==> config.mk <==
export PLATFORM = sky130hd
export DESIGN_NAME = if_fetch_stage
export DESIGN_NICKNAME = d
export VERILOG_FILES = /design/src/rtl/if_fetch_stage.sv
export SDC_FILE = /design/constraint.sdc
export NUM_CORES = 1
export LEC_CHECK = 0
export CORE_MARGIN = 4
export CORE_UTILIZATION = 54
export DETAILED_ROUTE_END_ITERATION = 6
export GPL_TIMING_DRIVEN = 0
export HOLD_SLACK_MARGIN = 0.03
export PLACE_DENSITY = 0.82
export REMOVE_ABC_BUFFERS = 1
export SYNTH_ARGS = -nofsm -noshare
export SYNTH_HDL_FRONTEND = slang
export SYNTH_SLANG_ARGS = --single-unit
==> constraint.sdc <==
create_clock -name clk -period 14.8 [get_ports clk]
set_input_delay 3.7 -clock clk [delete_from_list [all_inputs] [get_ports clk]]
set_output_delay 3.7 -clock clk [all_outputs]
set_load 0.02 [all_outputs]
==> src/rtl/if_fetch_stage.sv <==
// RV32I instruction-fetch stage: PC, single-outstanding imem handshake, one-entry stall buffer, IF/ID register.
// Optional IF_PERF_CNT_EN adds perf_fetch_cnt / perf_drop_cnt outputs.
module if_fetch_stage #(
  parameter logic [31:0] RESET_PC  = 32'h0000_0000,
  parameter logic [31:0] NOP_INSTR = 32'h0000_0013
) (
  input  logic        clk,
  input  logic        reset,
  input  logic        If_Id_Write,
  input  logic        beq_pc_sel,
  input  logic [31:0] branch_target,
  input  logic        If_id_flush,
  output logic        imem_req,
  output logic [31:0] imem_addr,
  input  logic        imem_rvalid,
  input  logic [31:0] imem_rdata,
  output logic [31:0] If_Id_pc,
  output logic [31:0] If_Id_instr,
  output logic        If_Id_valid
`ifdef IF_PERF_CNT_EN
  ,
  output logic [31:0] perf_fetch_cnt,
  output logic [31:0] perf_drop_cnt
`endif
);

  typedef enum logic [1:0] {FETCH, HOLD, DRAIN} state_t;
  typedef struct packed {
    logic [31:0] pc;
    logic [31:0] instr;
  } fetch_t;

  state_t      state, state_nxt;
  logic [31:0] pc, pc_nxt, req_addr, req_nxt, tgt, seq_addr;
  fetch_t      hold_buf, new_data;
  logic        new_vld, hold_ld, drop;

  assign tgt      = {branch_target[31:2], 2'b00};
  assign seq_addr = req_addr + 32'd4;

  always_ff @(posedge clk or posedge reset) begin
    if (reset) state <= FETCH;
    else       state <= state_nxt;
  end

  always_comb begin
    state_nxt = state;
    pc_nxt    = pc;
    req_nxt   = req_addr;
    new_vld   = 1'b0;
    new_data  = {req_addr, imem_rdata};
    hold_ld   = 1'b0;
    drop      = 1'b0;
    unique case (state)
      FETCH: begin
        if (imem_rvalid) begin
          if (beq_pc_sel) begin
            pc_nxt  = tgt;
            req_nxt = tgt;
            drop    = 1'b1;
          end else if (If_Id_Write) begin
            new_vld = 1'b1;
            pc_nxt  = seq_addr;
            req_nxt = seq_addr;
          end else begin
            hold_ld   = 1'b1;
            pc_nxt    = seq_addr;
            state_nxt = HOLD;
          end
        end else if (beq_pc_sel) begin
          // request still in flight: remember the target, retire the old response first
          pc_nxt    = tgt;
          state_nxt = DRAIN;
        end
      end
      HOLD: begin
        if (beq_pc_sel) begin
          pc_nxt    = tgt;
          req_nxt   = tgt;
          drop      = 1'b1;
          state_nxt = FETCH;
        end else if (If_Id_Write) begin
          new_vld   = 1'b1;
          new_data  = hold_buf;
          req_nxt   = pc;
          state_nxt = FETCH;
        end
      end
      DRAIN: begin
        if (beq_pc_sel) pc_nxt = tgt;
        if (imem_rvalid) begin
          req_nxt   = beq_pc_sel ? tgt : pc;
          drop      = 1'b1;
          state_nxt = FETCH;
        end
      end
      default: state_nxt = FETCH;
    endcase
  end

  // reset gates the request so memory never sees a fetch while reset is held
  always_comb begin
    imem_req  = (state != HOLD) && !reset;
    imem_addr = req_addr;
  end

  always_ff @(posedge clk or posedge reset) begin
    if (reset) begin
      pc          <= RESET_PC;
      req_addr    <= RESET_PC;
      hold_buf    <= '0;
      If_Id_pc    <= '0;
      If_Id_instr <= NOP_INSTR;
      If_Id_valid <= 1'b0;
    end else begin
      pc       <= pc_nxt;
      req_addr <= req_nxt;
      if (hold_ld) hold_buf <= {req_addr, imem_rdata};
      if (If_Id_Write) begin
        if (If_id_flush || !new_vld) begin
          If_Id_instr <= NOP_INSTR;
          If_Id_valid <= 1'b0;
        end else begin
          If_Id_pc    <= new_data.pc;
          If_Id_instr <= new_data.instr;
          If_Id_valid <= 1'b1;
        end
      end
    end
  end

`ifdef IF_PERF_CNT_EN
  always_ff @(posedge clk or posedge reset) begin
    if (reset) begin
      perf_fetch_cnt <= '0;
      perf_drop_cnt  <= '0;
    end else begin
      if (new_vld && !If_id_flush)           perf_fetch_cnt <= perf_fetch_cnt + 32'd1;
      if (drop || (new_vld && If_id_flush))  perf_drop_cnt  <= perf_drop_cnt + 32'd1;
    end
  end
`endif

endmodule

[Yosys cells after proc, flatten, opt, wreduce, memory -nomap -nowiden]
Index checks and enable logic that the tools add are counted.
Operators by class
  $add $sub $neg: 1
  multiplexer cells: 31
  bitwise gates (word level): 1
  reductions and logical operators: 11
  equal/unequal tests: 10
Operators by type and width (number)
  $mux 32: 10
  $mux 64: 2
  $pmux 32 s3: 1
  $pmux 32 s2: 1
  $add 32x3->32 const B: 1
  $ne 3x3->1 const B: 5
  $mux 2: 7
  $reduce_and 5->1: 2
  $mux 1: 8
  $pmux 2 s3: 1
  $ne 2x2->1 const B: 2
  $reduce_bool 3->1: 1
  $eq 2x1->1 const B: 1
  $eq 2x2->1 const B: 1
  $logic_not 1->1: 2
  $logic_not 2->1: 1
  $ne 2x1->1 const B: 1
  $pmux 1 s2: 1
  $reduce_and 2->1: 1
  $reduce_bool 2->1: 1
  $reduce_or 2->1: 1
  $logic_and 1x1->1: 1
  $logic_or 1x1->1: 1
  $not 1->1: 1
Word-level totals
  bits of input ports: 70
  output and inout bits: 98
  bits in registers: 195

[Logic depth before layout (Yosys ltp)]
Gate-level depths: netlist of the first run.
  word-level depth: 8
  gate-level depth with buffers: 9
  gate-level depth less buffers: 7

[Worst setup path after synthesis of the first run]
OpenSTA, ideal clock, no wires.
  path type: input -> output
  from: in reset
  to: out imem_req
  arrival time: 3980 ps
  data required time: 11100 ps
  setup slack: 7120 ps
  buffers on the path: 0
  cell stages on the path: 1
  path through: nor2_1
On the way
  cells in the longest elaborated chain, start to end: 2
Ends and longest elaborated chain
  start, declared: RTL line 8  | input logic reset,
  $logic_not 1->1 (no line)
  $logic_and 1x1->1: RTL line 103  | imem_req = (state != HOLD) && !reset;
  end, declared: RTL line 13  | output logic imem_req,
Every way passes these cells.

[Worst setup path after layout of the first run]
Same ends and word-level chain as after synthesis.

==> summary.md, run 1 <==
| Metric | Value |
|---|---|
| Critical path fanouts, max | `2` |
| Maxcap violations | `0` |
| Post-synth top cells | `192 x dfrtp_1, 85 x nand2_1, 67 x mux2_2, 67 x mux2i_1, 64 x o21ai_0` |
| Main combinational cell family by area after synthesis | `compound AO/OA/AOI/OAI gates` |
| Starting density of the core | `54.9%` |
| Compound-Gate Fraction of Synth Area | `15.4%` |
| PwrDens | `194 nW/um2` |
| Worst slack at placement | `6.15 ns` |
| H-tree depth | `4` |
| Core area | `17,200 um2` |
| Status | `complete, no violations` |
| Total congestion overflow | `0` |
| Post-DP HPWL | `15,900 um` |
| Slew headroom | `17.0%` |
| Synth area leader | `dfrtp_1` |
| Initial antenna violation count | `0` |
| Num ports | `168` |
| Largest net degree at the start of global routing | `113` |
| All-layer global routing usage | `24.5%` |
| Period utilisation layout | `58.4%` |
| CTS max path bufs | `2` |
| Worst-margin pin slew | `1.24 ns` |
| Final Slew Violations | `0` |
| Main synth FF type | `dfrtp_1` |
| Total CTS buffers | `17` |
| Via-to-Cell Ratio | `5.92` |
| VDD IR max | `98.9 uV` |
| Routed len/inst | `18.9 um` |
| PortBufs | `165` |
| Die H | `140 um` |
| Root buffer cell | `clkbuf_16` |
| Clock Skew | `0.0103 ns` |
| Post-synthesis mux area share | `15.1%` |
| Class of the worst hold path | `flop to flop` |
| Via count | `7,375` |
| Area contributors post-synth | `dfrtp_1 51%, mux2_2 8.0%, mux2i_1 7.1%, o21ai_0 3.4%, nand2_1 3.4%` |
| First-pass GRT wire length | `39,400 um` |
| CP Capture Type | `output port` |
| F_max | `116 MHz` |
| Worst EP arrival | `4.94 ns` |
| Post-synth top area share | `51.0%` |
| Vias in the first global route | `7,536` |
| Most instantiated library cell after synthesis | `dfrtp_1` |
| Die ar. | `19,600 um2` |
| Clk_lat worst skew | `0.43 ns` |
| Required @ worst endpoint | `11.10 ns` |
| Unique masters post-synth | `55` |
| NumNets Final | `1,083` |
| Startpoint Class | `input pin` |
| Post-Synth Simple-Gate Area | `9.67%` |
| Setup TNS Final | `0 ns` |
| Pre-antenna DRT Iters | `7` |
| Average cell area after synthesis | `10.7 um2` |
| Synth Register Bits | `195` |
| Total leakage power | `5.26 nW` |
| GP Congestion | `0.796` |
| Xor/xnor share of the synthesized area | `2.60%` |
| N_diodes | `0` |
| Setup Fix Bufs, Post-CTS | `0` |
| Area share of fa/ha/maj cells after synthesis | `0.664%` |
| Clock Sinks | `195` |
| RSZ-0062 raised after global routing | `false` |
| Crit path kind | `input pin to output port` |
| Drt drc | `0` |
| # resized after CTS | `0` |
| Total power | `2.32 mW` |
| Routed Antenna Nets | `0` |
| Inst Count DP | `1,214` |
| WL final | `23,500 um` |
| Netlist Area Pre-Place | `9420 um2` |
| Finished Layout Cells | `1,246` |
| Yosys warning total | `0` |
| Worst setup margin | `6.16 ns` |
| Area growth from synthesis to layout | `26.5%` |
| Iter 0 DRT Violations | `581` |
| Finished Core Util | `69.4%` |
| Seq/Total Area, Yosys | `51.8%` |
| Cells after synthesis | `877` |
| Layout cells sized above 1 | `13.1%` |
| Ys async rst share | `100%` |
| Number of synthesized flops with an enable pin | `0` |
| Core Rows | `48` |
| Hold buffers post-CTS | `0` |
| Tmin final | `8.64 ns` |
| CTS tree | `built` |
| Final Hold Viols | `0` |
| Die W | `140 um` |
| Final setup vio count | `0` |
| Clock transition at path regs | `0.07 ns` |
## registers in the layout (all words and copies together) (netlist names)
signal and flops:
hold_buf 64, pc 32, If_Id_pc 32, If_Id_valid 1, If_Id_instr 32, imem_addr 32, state 2
## layout by cell type (no fill, tap or decap), types with 7 or more instances in the layout
cell type and count:
mux2_2 67, nand2_1 84, inv_1 40, clkdlybuf4s50_1 163, xor2_1 8, a21oi_1 34
dfrtp_1 192, o22ai_1 46, xnor2_1 20, clkbuf_16 17, buf_4 7, nor3_1 8
o221ai_1 9, nand3_1 9, and2_1 11, nor2_1 32, o21ai_0 63, a31oi_1 9
o2bb2ai_1 9, and3_1 9, mux2i_1 67
## cells by family (layout without fill, tap and decap cells)
logic type               count (synthesis)  in the layout
AO/OA/AOI/OAI                          224            224
XOR/XNOR                                28             28
adder cells (fa/ha/maj)                  5              5
buffers and inverters                  110            254
flip-flops                             195            195
multiplexers                           134            134
AND/OR/NAND/NOR                        181            181
## worst paths after layout
| check | from | end | slack (ns) | cells past startpoint |
|---|---|---|---|---|
| hold reg to reg | If_Id_pc[27] | If_Id_pc[27] | 0.48 | 2 |
| min in group asynchronous | reset | If_Id_instr[20] | 3.79 | 2 |
| setup reg to reg | state[0] | imem_addr[27] | 11.80 | 5 |
| max in group asynchronous | reset | pc[26] | 10.07 | 3 |
| hold / removal | If_Id_pc[27] | If_Id_pc[27] | 0.48 | 2 |
| setup / recovery | reset | imem_req | 6.16 | 3 |
## where the power goes
part / total [mW] / leakage (nW) / switching (mW) / internal [mW]
Combinational: 0.937 / 2.57 / 0.487 / 0.450
Clock: 0.453 / 0.266 / 0.209 / 0.244
Sequential: 0.926 / 2.43 / 0.182 / 0.744
Total: 2.32 / 5.26 / 0.878 / 1.44
## routing by layer
layer  vias to the layer above  global-route usage, %  routed length (um)
met5                         -                      0                   0
met4                         0                   6.12                 300
met3                        23                   5.22                1430
met2                       283                   39.3               11300
met1                      3652                   34.6               10500
li1                       3417                      -                   -
## stage by stage
stage               area (um2)  hold WS (ns)
floorplan                 9130         0.450
global placement         11100         0.462
detailed placement       11300         0.469
CTS                      11900         0.485
global route             11900         0.508
finish                   11900         0.478
## layout make-up
type | count | area, um2
Sequential cell | 195 | 4880
Timing Repair Buffer | 181 | 1890
Fill cell | 1313 | 5250
Tap cell | 225 | 282
Inverter | 41 | 161
Clock buffer | 20 | 457
Multi-Input combinational cell | 572 | 4130
Clock inverter | 12 | 120
## critical path: stages
cell             delay [ns]
clkdlybuf4s50_1        0.51
nor2_1                 0.12
clkdlybuf4s50_1        0.61
Note: power is estimated with default switching activity, not from simulation.
==> run 2, diff against run 1 <==
--- a/config.mk
+++ b/config.mk
@@ -6,11 +6,11 @@
 export NUM_CORES = 1
 export LEC_CHECK = 0
 export CORE_MARGIN = 4
-export CORE_UTILIZATION = 54
+export CORE_UTILIZATION = 48
 export DETAILED_ROUTE_END_ITERATION = 6
 export GPL_TIMING_DRIVEN = 0
 export HOLD_SLACK_MARGIN = 0.03
-export PLACE_DENSITY = 0.82
+export PLACE_DENSITY = 0.77
 export REMOVE_ABC_BUFFERS = 1
 export SYNTH_ARGS = -nofsm -noshare
 export SYNTH_HDL_FRONTEND = slang
==> constraint.sdc (replaced) <==
create_clock -name clk -period 7.4 [get_ports clk]
set_input_delay 1.85 -clock clk [delete_from_list [all_inputs] [get_ports clk]]
set_output_delay 1.85 -clock clk [all_outputs]
set_load 0.02 [all_outputs]
==> summary.md, run 2 (synthesis gave the netlist of run 1 again) <==
| Metric | Value |
|---|---|
| Routed len/inst | `18.5 um` |
| Core Rows | `50` |
| Worst-margin pin slew | `1.22 ns` |
| Die W | `148 um` |
| Die ar. | `21,900 um2` |
| Final Hold Viols | `0` |
| DP Area | `11,400 um2` |
| Final Slew Violations | `0` |
| Total congestion overflow | `0` |
| PwrDens | `389 nW/um2` |
| F_max | `201 MHz` |
| H-tree depth | `4` |
| First-pass GRT wire length | `38,700 um` |
| Largest net degree at the start of global routing | `116` |
| Combinational share of power | `40.3%` |
| Setup Fix Bufs, Post-CTS | `0` |
| Worst path cell trace | `clkdlybuf4s50_1, nor2_1, clkdlybuf4s50_1` |
| Tmin final | `4.98 ns` |
| Vias in the first global route | `7,146` |
| Total leakage power | `5.30 nW` |
| Internal | `2.85 mW` |
| Critical Path Max Stage Delay | `0.61 ns` |
| Clock power frac | `20.0%` |
| Routed Antenna Nets | `0` |
| Reg power frac | `39.7%` |
| Buf+Inv Stages, Crit Path | `2` |
| Required @ worst endpoint | `5.55 ns` |
| Period utilisation layout | `67.3%` |
| # resized after CTS | `0` |
| CP Capture Type | `output port` |
| Most frequent cells in the layout | `192 x dfrtp_1, 163 x clkdlybuf4s50_1, 84 x nand2_1, 67 x mux2_2, 67 x mux2i_1` |
| Switching portion of total power | `39.0%` |
| Starting density of the core | `49.6%` |
| GP Congestion | `0.787` |
| All-layer global routing usage | `21.9%` |
| Commonest non-fill, non-tap cell in the layout | `dfrtp_1` |
| CP max-delay cell | `clkdlybuf4s50_1` |
| PortBufs | `165` |
| CTS max path bufs | `2` |
| Worst EP arrival | `3.13 ns` |
| Most flop-heavy register | `hold_buf` |
| Finished Core Util | `63.2%` |
| Post-DP HPWL | `15,900 um` |
| Class of the worst hold path | `flop to flop` |
| WL final | `23,700 um` |
| Root buffer cell | `clkbuf_16` |
| CP top delay family | `buffers and inverters` |
| Pre-antenna DRT Iters | `5` |
| Core area | `19,000 um2` |
| Hold buffers post-CTS | `0` |
| N_diodes | `0` |
| Slew headroom | `18.8%` |
| Post-route cell area | `12,000 um2` |
| Startpoint Class | `input pin` |
| Via count | `7,330` |
| Maxcap violations | `0` |
| Clock Sinks | `195` |
| CTS tree | `built` |
| Final setup vio count | `0` |
| Iter 0 DRT Violations | `491` |
| Clock Skew | `0.0115 ns` |
| Critical path fanouts, max | `2` |
| Num ports | `168` |
| Initial antenna violation count | `0` |
| P_sw | `1.82 mW` |
| Clk_lat worst skew | `0.44 ns` |
| Drt drc | `0` |
| Status | `complete, no violations` |
| RSZ-0062 raised after global routing | `false` |
| Die H | `148 um` |
| NumNets Final | `1,084` |
| Clock transition at path regs | `0.07 ns` |
| Layout cells sized above 1 | `13.3%` |
| VDD IR max | `218 uV` |
| Crit path kind | `input pin to output port` |
| Cell repeated most along the worst path | `clkdlybuf4s50_1` |
| Area growth from synthesis to layout | `27.5%` |
| Largest register FFs | `64` |
| Total power | `4.67 mW` |
| Total CTS buffers | `17` |
| Via-to-Cell Ratio | `5.72` |
run 2: cell count changes in the layout (fill, tap and decap cells not counted):
cell and delta:
buf_8 +1, inv_8 +7, clkbuf_8 -2, bufinv_16 -1, clkinv_8 +2, clkinvlp_4 -5
clkbuf_1 -1, clkinv_4 -1, buf_4 -3, inv_12 +1, buf_6 +3
run 2: through the flow:
step | setup WS, ns | cells | hold slack, ns | TNS (ns)
floorplan | 0.243 | 808 | 0.450 | 0
global placement | -2.63 | 1233 | 0.460 | -655.85
detailed placement | 2.41 | 1250 | 0.469 | 0
CTS | 2.41 | 1282 | 0.486 | 0
global route | 2.37 | 1282 | 0.505 | 0
finish | 2.42 | 1282 | 0.480 | 0
run 2: layout make-up:
type | instances | area, um2
Clock buffer | 17 | 425
Clock inverter | 15 | 171
Fill cell | 1600 | 7010
Inverter | 41 | 161
Multi-Input combinational cell | 572 | 4130
Sequential cell | 195 | 4880
Tap cell | 260 | 325
Timing Repair Buffer | 182 | 1920
run 2: path summary, 6_finish.rpt:
path                                   start       endpoint  slack [ns]  cells past startpoint
worst max-delay path                   reset       imem_req        2.42                      3
worst min-delay path            If_Id_pc[13]   If_Id_pc[13]        0.48                      2
worst max register to register      state[0]         pc[11]        4.30                      7
worst min register to register  If_Id_pc[13]   If_Id_pc[13]        0.48                      2
max in group asynchronous              reset  imem_addr[16]        4.50                      3
min in group asynchronous              reset    hold_buf[1]        1.94                      2
run 2: tightest hold or removal path, cell delays in order (launching register included):
cell,delay [ns]
dfrtp_1,0.34
nand2_1,0.05
o21ai_0,0.06
run 2: power groups by stage:
stage,logic [mW],registers (mW),clock network (mW)
2_1_floorplan,0.967,1.99,0
3_3_place_gp,1.83,1.85,0
3_5_place_dp,1.88,1.87,0
4_1_cts,1.89,1.85,0.954
5_1_grt,2.05,1.92,1.01
6_report,1.88,1.85,0.934
run 2: layer usage:
metal  global-route usage [%]  part of all wire [%]  vias to the layer above
met1                     31.7                    45                     3615
met5                        0                     0                        -
met3                     4.63                   7.6                       21
li1                         -                     -                     3414
met4                     5.22                  0.97                        0
met2                     34.0                    46                      280
